## src/rtl/rt_proc_interface_pkg.sv

```systemverilog
// rt_proc_interface_pkg: TX FSM states and flit field offsets shared by the processor interface.
package rt_proc_interface_pkg;
    typedef enum logic [1:0] {IDLE, SETUP, WAIT_ACK} tx_state_e;
    function automatic int payload_w(input int n, input int cw);
        return n - 2*cw - 2;
    endfunction
    function automatic int dest_lsb(input int n, input int cw);
        return n - 2*cw;
    endfunction
endpackage

```

## src/rtl/rt_proc_interface_if.sv

```systemverilog
// rt_proc_interface_if: processor valid/ready streams and router toggle-handshake bundles.
interface rt_proc_interface_if #(parameter int n = 32, parameter int CW = 1);
    logic tx_valid;
    logic tx_ready;
    logic [CW-1:0] tx_dest_x;
    logic [CW-1:0] tx_dest_y;
    logic [n-2*CW-3:0] tx_payload;
    logic out_req;
    logic out_ack;
    logic [n-1:0] out_data;
    logic in_req;
    logic in_ack;
    logic [n-1:0] in_data;
    logic rx_valid;
    logic rx_ready;
    logic [n-1:0] rx_data;
    logic rx_misroute;
    modport slave(
        input tx_valid, tx_dest_x, tx_dest_y, tx_payload, out_ack, in_req, in_data, rx_ready,
        output tx_ready, out_req, out_data, in_ack, rx_valid, rx_data, rx_misroute
    );
    modport master(
        output tx_valid, tx_dest_x, tx_dest_y, tx_payload, out_ack, in_req, in_data, rx_ready,
        input tx_ready, out_req, out_data, in_ack, rx_valid, rx_data, rx_misroute
    );
endinterface

```

## src/rtl/rt_proc_interface_toggle_sync.sv

```systemverilog
// rt_proc_interface_toggle_sync: multi-flop synchronizer for an asynchronous toggle signal.
module rt_proc_interface_toggle_sync #(parameter int STAGES = 2) (
    input  logic clk,
    input  logic rst_n,
    input  logic d,
    output logic q
);
    logic [STAGES-1:0] ff;
    always_ff @(posedge clk or negedge rst_n)
        if (!rst_n) ff <= '0;
        else ff <= {ff[STAGES-2:0], d};
    assign q = ff[STAGES-1];
endmodule

```

## src/rtl/rt_proc_interface.sv

```systemverilog
// rt_proc_interface: processor-side 2-phase bundled-data injector and receiver for one router node.
module rt_proc_interface
    import rt_proc_interface_pkg::*;
#(
    parameter int n = 32,
    parameter int CW = 1,
    parameter int SRCX = 0,
    parameter int SRCY = 0,
    parameter int RX_DEPTH = 4,
    parameter int SYNC_STAGES = 2
) (
    input logic clk,
    input logic rst_n,
    rt_proc_interface_if.slave bus
);
    localparam int PW = payload_w(n, CW);
    localparam int DL = dest_lsb(n, CW);
    localparam int AW = $clog2(RX_DEPTH);
    localparam logic [CW-1:0] SX = CW'(SRCX);
    localparam logic [CW-1:0] SY = CW'(SRCY);
    typedef struct packed {
        logic [CW-1:0] dest_x;
        logic [CW-1:0] dest_y;
        logic dir_x;
        logic dir_y;
        logic [PW-1:0] payload;
    } flit_t;
    flit_t tx_flit;
    tx_state_e state_q, state_d;
    logic ack_s, req_s, out_req_q, tx_ready_q, phase_q, push, pop;
    logic [n-1:0] out_data_q;
    logic [n-1:0] mem [RX_DEPTH];
    logic [AW-1:0] wr_q, rd_q;
    logic [AW:0] cnt_q;
    rt_proc_interface_toggle_sync #(.STAGES(SYNC_STAGES)) u_ack_sync (
        .clk(clk), .rst_n(rst_n), .d(bus.out_ack), .q(ack_s)
    );
    rt_proc_interface_toggle_sync #(.STAGES(SYNC_STAGES)) u_req_sync (
        .clk(clk), .rst_n(rst_n), .d(bus.in_req), .q(req_s)
    );
    assign tx_flit = {bus.tx_dest_x, bus.tx_dest_y, bus.tx_dest_x > SX, bus.tx_dest_y > SY, bus.tx_payload};
    always_comb begin
        state_d = state_q;
        if (state_q == IDLE) begin
            if (bus.tx_valid && tx_ready_q) state_d = SETUP;
        end else if (state_q == SETUP) begin
            state_d = WAIT_ACK;
        end else if (state_q != WAIT_ACK || ack_s == out_req_q) begin
            state_d = IDLE;
        end
    end
    // out_data is loaded one cycle ahead of the req toggle so it is settled at the router
    always_ff @(posedge clk or negedge rst_n)
        if (!rst_n) begin
            state_q <= IDLE;
            tx_ready_q <= 1'b0;
            out_req_q <= 1'b0;
            out_data_q <= '0;
        end else begin
            state_q <= state_d;
            tx_ready_q <= (state_d == IDLE);
            if (state_q == IDLE && state_d == SETUP) out_data_q <= tx_flit;
            if (state_q == SETUP) out_req_q <= ~out_req_q;
        end
    assign push = (req_s != phase_q) && (cnt_q < (AW+1)'(RX_DEPTH));
    assign pop = (cnt_q != '0) && bus.rx_ready;
    always_ff @(posedge clk or negedge rst_n)
        if (!rst_n) begin
            wr_q <= '0;
            rd_q <= '0;
            cnt_q <= '0;
            phase_q <= 1'b0;
        end else begin
            if (push) wr_q <= wr_q + AW'(1);
            if (push) phase_q <= ~phase_q;
            if (pop) rd_q <= rd_q + AW'(1);
            cnt_q <= cnt_q + (AW+1)'(push) - (AW+1)'(pop);
        end
    always_ff @(posedge clk)
        if (push) mem[wr_q] <= bus.in_data;
    assign bus.tx_ready = tx_ready_q;
    assign bus.out_req = out_req_q;
    assign bus.out_data = out_data_q;
    assign bus.in_ack = phase_q;
    assign bus.rx_valid = (cnt_q != '0);
    assign bus.rx_data = mem[rd_q];
    assign bus.rx_misroute = mem[rd_q][DL +: 2*CW] != {SX, SY};
endmodule

```

## src/flat_wrapper.sv

```systemverilog
// flat-port wrapper written by rule: the top's interface ports become plain ports
module rt_proc_interface_flat import rt_proc_interface_pkg::*;
#(
    parameter int n = 32,
    parameter int CW = 1,
    parameter int SRCX = 0,
    parameter int SRCY = 0,
    parameter int RX_DEPTH = 4,
    parameter int SYNC_STAGES = 2
)
  (clk, rst_n, bus_tx_valid, bus_tx_dest_x, bus_tx_dest_y, bus_tx_payload, bus_out_ack, bus_in_req, bus_in_data, bus_rx_ready, bus_tx_ready, bus_out_req, bus_out_data, bus_in_ack, bus_rx_valid, bus_rx_data, bus_rx_misroute);
  rt_proc_interface_if #(.n(n), .CW(CW)) bus_i ();
  input logic clk;
  input logic rst_n;
  input wire logic [$bits(bus_i.tx_valid)-1:0] bus_tx_valid;
  input wire logic [$bits(bus_i.tx_dest_x)-1:0] bus_tx_dest_x;
  input wire logic [$bits(bus_i.tx_dest_y)-1:0] bus_tx_dest_y;
  input wire logic [$bits(bus_i.tx_payload)-1:0] bus_tx_payload;
  input wire logic [$bits(bus_i.out_ack)-1:0] bus_out_ack;
  input wire logic [$bits(bus_i.in_req)-1:0] bus_in_req;
  input wire logic [$bits(bus_i.in_data)-1:0] bus_in_data;
  input wire logic [$bits(bus_i.rx_ready)-1:0] bus_rx_ready;
  output wire logic [$bits(bus_i.tx_ready)-1:0] bus_tx_ready;
  output wire logic [$bits(bus_i.out_req)-1:0] bus_out_req;
  output wire logic [$bits(bus_i.out_data)-1:0] bus_out_data;
  output wire logic [$bits(bus_i.in_ack)-1:0] bus_in_ack;
  output wire logic [$bits(bus_i.rx_valid)-1:0] bus_rx_valid;
  output wire logic [$bits(bus_i.rx_data)-1:0] bus_rx_data;
  output wire logic [$bits(bus_i.rx_misroute)-1:0] bus_rx_misroute;
  assign bus_i.tx_valid = bus_tx_valid;
  assign bus_i.tx_dest_x = bus_tx_dest_x;
  assign bus_i.tx_dest_y = bus_tx_dest_y;
  assign bus_i.tx_payload = bus_tx_payload;
  assign bus_i.out_ack = bus_out_ack;
  assign bus_i.in_req = bus_in_req;
  assign bus_i.in_data = bus_in_data;
  assign bus_i.rx_ready = bus_rx_ready;
  assign bus_tx_ready = bus_i.tx_ready;
  assign bus_out_req = bus_i.out_req;
  assign bus_out_data = bus_i.out_data;
  assign bus_in_ack = bus_i.in_ack;
  assign bus_rx_valid = bus_i.rx_valid;
  assign bus_rx_data = bus_i.rx_data;
  assign bus_rx_misroute = bus_i.rx_misroute;
  rt_proc_interface #(.n(n), .CW(CW), .SRCX(SRCX), .SRCY(SRCY), .RX_DEPTH(RX_DEPTH), .SYNC_STAGES(SYNC_STAGES)) u_core (.clk(clk), .rst_n(rst_n), .bus(bus_i));
endmodule
```

## config.mk

```make
export PLATFORM = sky130hd
export DESIGN_NAME = rt_proc_interface_flat
export DESIGN_NICKNAME = d
export VERILOG_FILES = /design/src/rtl/rt_proc_interface_pkg.sv /design/src/rtl/rt_proc_interface_if.sv /design/src/rtl/rt_proc_interface_toggle_sync.sv /design/src/rtl/rt_proc_interface.sv /design/src/flat_wrapper.sv
export SDC_FILE = /design/constraint.sdc
export NUM_CORES = 1
export LEC_CHECK = 0
export ABC_AREA = 1
export CORE_MARGIN = 4
export CORE_UTILIZATION = 51
export DETAILED_ROUTE_END_ITERATION = 7
export DONT_BUFFER_PORTS = 1
export PLACE_DENSITY = 0.66
export SETUP_SLACK_MARGIN = 0.4
export SYNTH_ARGS = -nofsm -noshare
export SYNTH_HDL_FRONTEND = slang
export SYNTH_SLANG_ARGS = --single-unit
```

## constraint.sdc

```tcl
create_clock -name clk -period 2.4 [get_ports clk]
set_input_delay 0.24 -clock clk [delete_from_list [all_inputs] [get_ports clk]]
set_output_delay 0.24 -clock clk [all_outputs]
set_load 0.005 [all_outputs]
```

# Word level (Yosys, flattened, before mapping)
# Memories as Yosys holds them, arrays and structs flattened.
# Index checks and enable logic that the tools add are counted.
totals:
  reg_bits: 48
  in_bits: 68
  mem_count: 1
  wordCells: 40
  mem_bits_rw: 128
  output_inout_bits: 69
classes:
  reduce_logical: 9
  n_lt_le_gt_ge: 3
  bitwise: 2
  n_mux: 6
  eq_ne: 5
  add_sub_neg: 4
mem_list:
  columns: ["name", "depth", "word_bits", "rd", "rd_ports_with_merged_regs", "wr", "line_no", "source"]
  rows:
  - ["u_core.mem", 4, 32, 1, 0, 1, "rt_proc_interface.sv:32", "logic [n-1:0] mem [RX_DEPTH];"]
op_table:
  columns: ["op", "n"]
  rows:
  - ["2-to-1 mux 2 bit", 4]
  - ["adder 2 x 1 -> 2 bit (second input constant)", 2]
  - ["== test 2 x 1 -> 1 bit (second input constant)", 2]
  - ["logical AND 1 bit", 4]
  - ["zero test 2 bit", 2]
  - ["adder 3 x 1 -> 3 bit", 1]
  - ["less-than comparator 3 bit (second input constant)", 1]
  - ["nonzero test 3 bit", 1]
  - ["subtractor 3 x 1 -> 3 bit", 1]
  - ["> comparator 1 bit (second input constant)", 2]
  - ["2-to-1 mux 1 bit", 2]
  - ["!= test 2 bit (second input constant)", 1]
  - ["inverter 1 bit", 2]
  - ["nonzero test 2 bit", 1]
  - ["== test 1 bit", 1]
  - ["logical OR 1 bit", 1]
  - ["!= test 1 bit", 1]

# Depth between registers and ports, before layout
depth:
  word_depth: 7
  mapped_depth: 10
  mapped_depth_nobuf: 10

# Cells and area by module
# Synthesis repeated with hierarchy kept, for this count alone.
unflattened:
  cells_unflattened: 589
  hier_area_um2: 6925.4
by_module_without_submodules:
  columns: ["module", "seq_area_each_um2", "cells_per_inst", "n_inst", "area_each_um2"]
  rows:
  - ["rt_proc_interface", 4894.7, 585, 1, 6825.3]
  - ["rt_proc_interface_toggle_sync", 50.0, 2, 2, 50.0]

# Worst setup path after synthesis
# No wires, ideal clock.
synth_path:
  path_kind: "register to register"
  from: "reg u_core.cnt_q[2]"
  to: "mem u_core.mem[0][0], enable pin"
  stages_incl_launch_ff: 4
  path_buffers: 0
  synth_period_minus_slack_ns: 2.504
  path_slack_ns: -0.104
  arrival_ns: 2.083
  required_time_ns: 1.979
  setup_time_ns: 0.421
  path_cell_list: "dfrtp_1 inv_1 nand3_1 nor2_1"
synth_between:
  elab_chain_cells: 4
synth_rtl:
  columns: ["element", "line_no", "source"]
  rows:
  - ["start: declaration", "rt_proc_interface.sv:34", "logic [AW:0] cnt_q;"]
  - ["start signal: assignment", "rt_proc_interface.sv:77", "cnt_q <= cnt_q + (AW+1)'(push) - (AW+1)'(pop);"]
  - ["less-than comparator 3 bit", "rt_proc_interface.sv:65", "assign push = (req_s != phase_q) && (cnt_q < (AW+1)'(RX_DEPTH));"]
  - ["logical AND 1 bit", "rt_proc_interface.sv:65", null]
  - ["2-to-1 mux 1 bit", "rt_proc_interface.sv:80", "if (push) mem[wr_q] <= bus.in_data;"]
  - ["2-to-1 mux 1 bit (implied by the code)", "rt_proc_interface.sv:80", null]
  - ["end: declaration", "rt_proc_interface.sv:32", null]
# Every way passes these cells.

# Worst setup path in the final report
layout_path:
  from: "reg u_core.rd_q[1]"
  to: "out bus_rx_data[5]"
layout_between:
  elab_chain_cells: 1
layout_rtl:
  columns: ["element", "line_no", "source"]
  rows:
  - ["start: declaration", "rt_proc_interface.sv:33", "logic [AW-1:0] wr_q, rd_q;"]
  - ["start signal: assignment", "rt_proc_interface.sv:76", "if (pop) rd_q <= rd_q + AW'(1);"]
  - ["memory (4 x 32 bit)", null, null]
  - ["end: declaration", "flat_wrapper.sv:28", "output wire logic [$bits(bus_i.rx_data)-1:0] bus_rx_data;"]
# Every way passes these cells.

==> impl_metrics.ini <==
[outcome]
status = completed

[clock_network]
htree_levels = 4
cts.path.max_buffers = 2
cts_root_buf = clkbuf_16
clkLatencyLatePin_ns = 0.41
cts_tree = done
cts_sinks = 174
numCtsBuffers = 17
clkSlewWorstSetupHoldPaths_ns = 0.06

[synthesis]
yosysTopAreaCell = edfxtp_1
synth_cells = 588
syn_area_per_cell_um2 = 11.7
synth_area_um2 = 6860
ys_ff_latch = 174
yosys_warnings = 0
yosysUniqueCellTypes = 19
synth_top_area_share = 0.561
synth.area.top_cells = edfxtp_1 (56%), dfrtp_1 (17%), nand2_1 (8.3%)
syn-num-nets = 663
ys_seq_area_frac = 0.729

[pwr]
power_density_nw_per_um2 = 1200
p_leak_nw = 3.37
switching_share = 0.345
pwr-share-clk = 0.259
p_sw_mw = 3.45
p_comb_frac = 0.301
ir_worst_vdd_v = 0.000657
pwr-share-seq = 0.440
p_int_mw = 6.56
finalPower_mw = 10.0

[global_routing]
grt.total_usage = 0.186
grt_max_degree = 66
overflow = 0
first_global_vias = 4389
grt_pass1_wl_um = 21800
antenna_found_initial = 0

[floorplanning]
fp.dieH_um = 124
placeableCoreArea_um2 = 13200
start_util = 0.520
pin_count = 137
rows = 42
die-area_um2 = 15400
die_w_um = 124

[worst_setup_path]
worst_setup_path_end_kind = output pin
slowest_delay_ns = 0.34
worstPathCellList = buf_4 > inv_1 > buf_4 > nor2_1 > o21ai_0 > nand2_1
crit_arrival_ns = 1.64
r2r_end = u_core.cnt_q[2]
path_max_fanout = 17
worstReg2RegStart = u_core.cnt_q[1]
r2r_setup_slack_ns = 0.53
cp.buffers_inverters = 3
worst_setup_path_start_kind = flop
cp_common_cell = buf_4
slowest_stage = dfrtp_1
cp.required_ns = 2.16
reg2regPathDepth = 10
path_delay_family = buffers and inverters
critPathKind = flop to output pin

[detailed_routing]
dr.pass1.iters = 4
postRouteAntennaNets = 0
route.detailed.drc = 0
viasPerCell = 5.04
routed_wl_um = 13800
vias = 4312
first_iter_violations = 261
wl_per_cell_um = 16.1

[timing]
period_share = 0.784
final_max_slew_viol_count = 0
tightest_slew_ns = 0.496
skew_ns = 0.00720
rsz0062_at_grt = no
final-hold-violation-count = 0
layout_min_cycle_time_ns = 1.88
timing.final.setup_violations = 0
tns_ns = 0
fmax_ghz = 0.532
worst_slack_ns = 0.519
slew_headroom = 0.669

[placement]
pre_cts_slack_ns = 0.464
dpl_cell_area_um2 = 7050
dp_hpwl_um = 8280
portBuffers = 0
gp_congestion = 0.744

[hold_path]
min_to = u_core.rd_q[0]
min_from = bus_rx_ready
hold_class = primary input to flop
hold_depth = 3

[job]
drv_cap = 0

[cells_and_area]
antenna_cells = 0
fin_nets = 742
fin_area_um2 = 8340
syn_to_final_growth_pct = 21.6
drive_gt1_frac = 0.101
logic make-up after synthesis:
family	Yosys count	share of synthesized area
buffers and inverters	53	0.0436
AND/OR/NAND/NOR	291	0.162
AO/OA/AOI/OAI	61	0.0495
XOR/XNOR	2	0.00256
flip-flops	174	0.729
adder cells (fa/ha/maj)	7	0.0139
power groups by stage:
| stage | logic [mW] | clock network, mW | registers [mW] |
|---|---|---|---|
| 6_report | 3.01 | 2.59 | 4.41 |
| 3_5_place_dp | 2.88 | 0 | 4.46 |
| 4_1_cts | 3.01 | 2.65 | 4.41 |
| 2_1_floorplan | 2.25 | 0 | 4.37 |
| 5_1_grt | 3.46 | 2.77 | 4.47 |
| 3_3_place_gp | 2.78 | 0 | 4.44 |
sequential cells by signal, summed over array words and instances (netlist names):
register,count
u_core.u_req_sync.ff,2
u_core.wr_q,2
u_core.bus.in_ack,1
u_core.u_ack_sync.ff,2
u_core.mem,128
u_core.bus.tx_ready,1
u_core.rd_q,2
u_core.state_q,2
u_core.cnt_q,3
u_core.bus.out_req,1
u_core.bus.out_data,30
per-layer routing:
metal | vias up | track usage | routed length (um)
li1 | 2101 | - | -
met1 | 2075 | 0.228 | 5600
met2 | 130 | 0.321 | 7160
met3 | 6 | 0.0531 | 958
met4 | 0 | 0.0602 | 77
met5 | - | 0 | 0
layout by cell type, fill, tap and decap left out, drive strengths merged:
cell type	Yosys	routed
clkbuf	4	23
buf	25	23
clkinvlp	0	3
xor2	2	2
dlygate4sd3	0	66
nand2	152	152
inv	24	25
o21ai	61	61
ha	6	6
clkinv	0	4
nand3	10	10
nand4	2	2
nor2	127	127
dfrtp	46	46
edfxtp	128	128
bufinv	0	1
fa	1	1
per-stage QoR:
stage,utilization,instances,hold slack [ns]
after global placement,0.534,753,-0.0544
after global routing,0.632,856,0.0767
after floorplan,-,588,-0.0556
after CTS,0.630,852,0.0297
final,0.632,856,0.0429
after detailed placement,0.534,753,-0.0541
cell type report:
class | instances | area (um2)
Inverter | 24 | 90.1
Tap cell | 176 | 220
Multi-Input combinational cell | 361 | 1590
Sequential cell | 174 | 5000
Clock inverter | 9 | 83.8
Clock buffer | 23 | 488
Timing Repair Buffer | 89 | 866
Fill cell | 990 | 4850
timing repair:
action | CTS | global route
setup endpoints to repair | 0 | 2
buffers inserted | 0 | 4
hold buffers | 67 | 0
resized for setup | 0 | 1
hold endpoints to repair | 207 | 0
worst register-to-register path: stages, from the launching register on:
cell and delay [ns]:
dfrtp_1 0.40, inv_1 0.08, nand3_1 0.09, nand2_1 0.09, inv_1 0.04, ha_1 0.28, inv_1 0.06, ha_1 0.13
inv_1 0.04, fa_1 0.37, xor2_1 0.17
worst max path at each step:
stage                           start               end  slack [ns]  cells past startpoint
CTS                   u_core.cnt_q[2]   u_core.cnt_q[2]        0.43                     10
floorplan             u_core.cnt_q[2]  u_core.mem[0][0]       -0.10                      3
detailed placement    u_core.cnt_q[2]   u_core.cnt_q[2]        0.46                     10
finish                 u_core.rd_q[1]    bus_rx_data[5]        0.52                      6
global route        u_core.bus.in_ack   u_core.cnt_q[2]        0.39                      9
global placement      u_core.cnt_q[2]   u_core.cnt_q[2]        0.52                     10
synthesized netlist by cell type (all sizes together):
cell type,n
xor2,2
nand3,10
ha,6
clkbuf,4
buf,25
fa,1
inv,24
o21ai,61
nor2,127
nand2,152
nand4,2
dfrtp,46
edfxtp,128
Note: power is estimated with default switching activity, not from simulation.
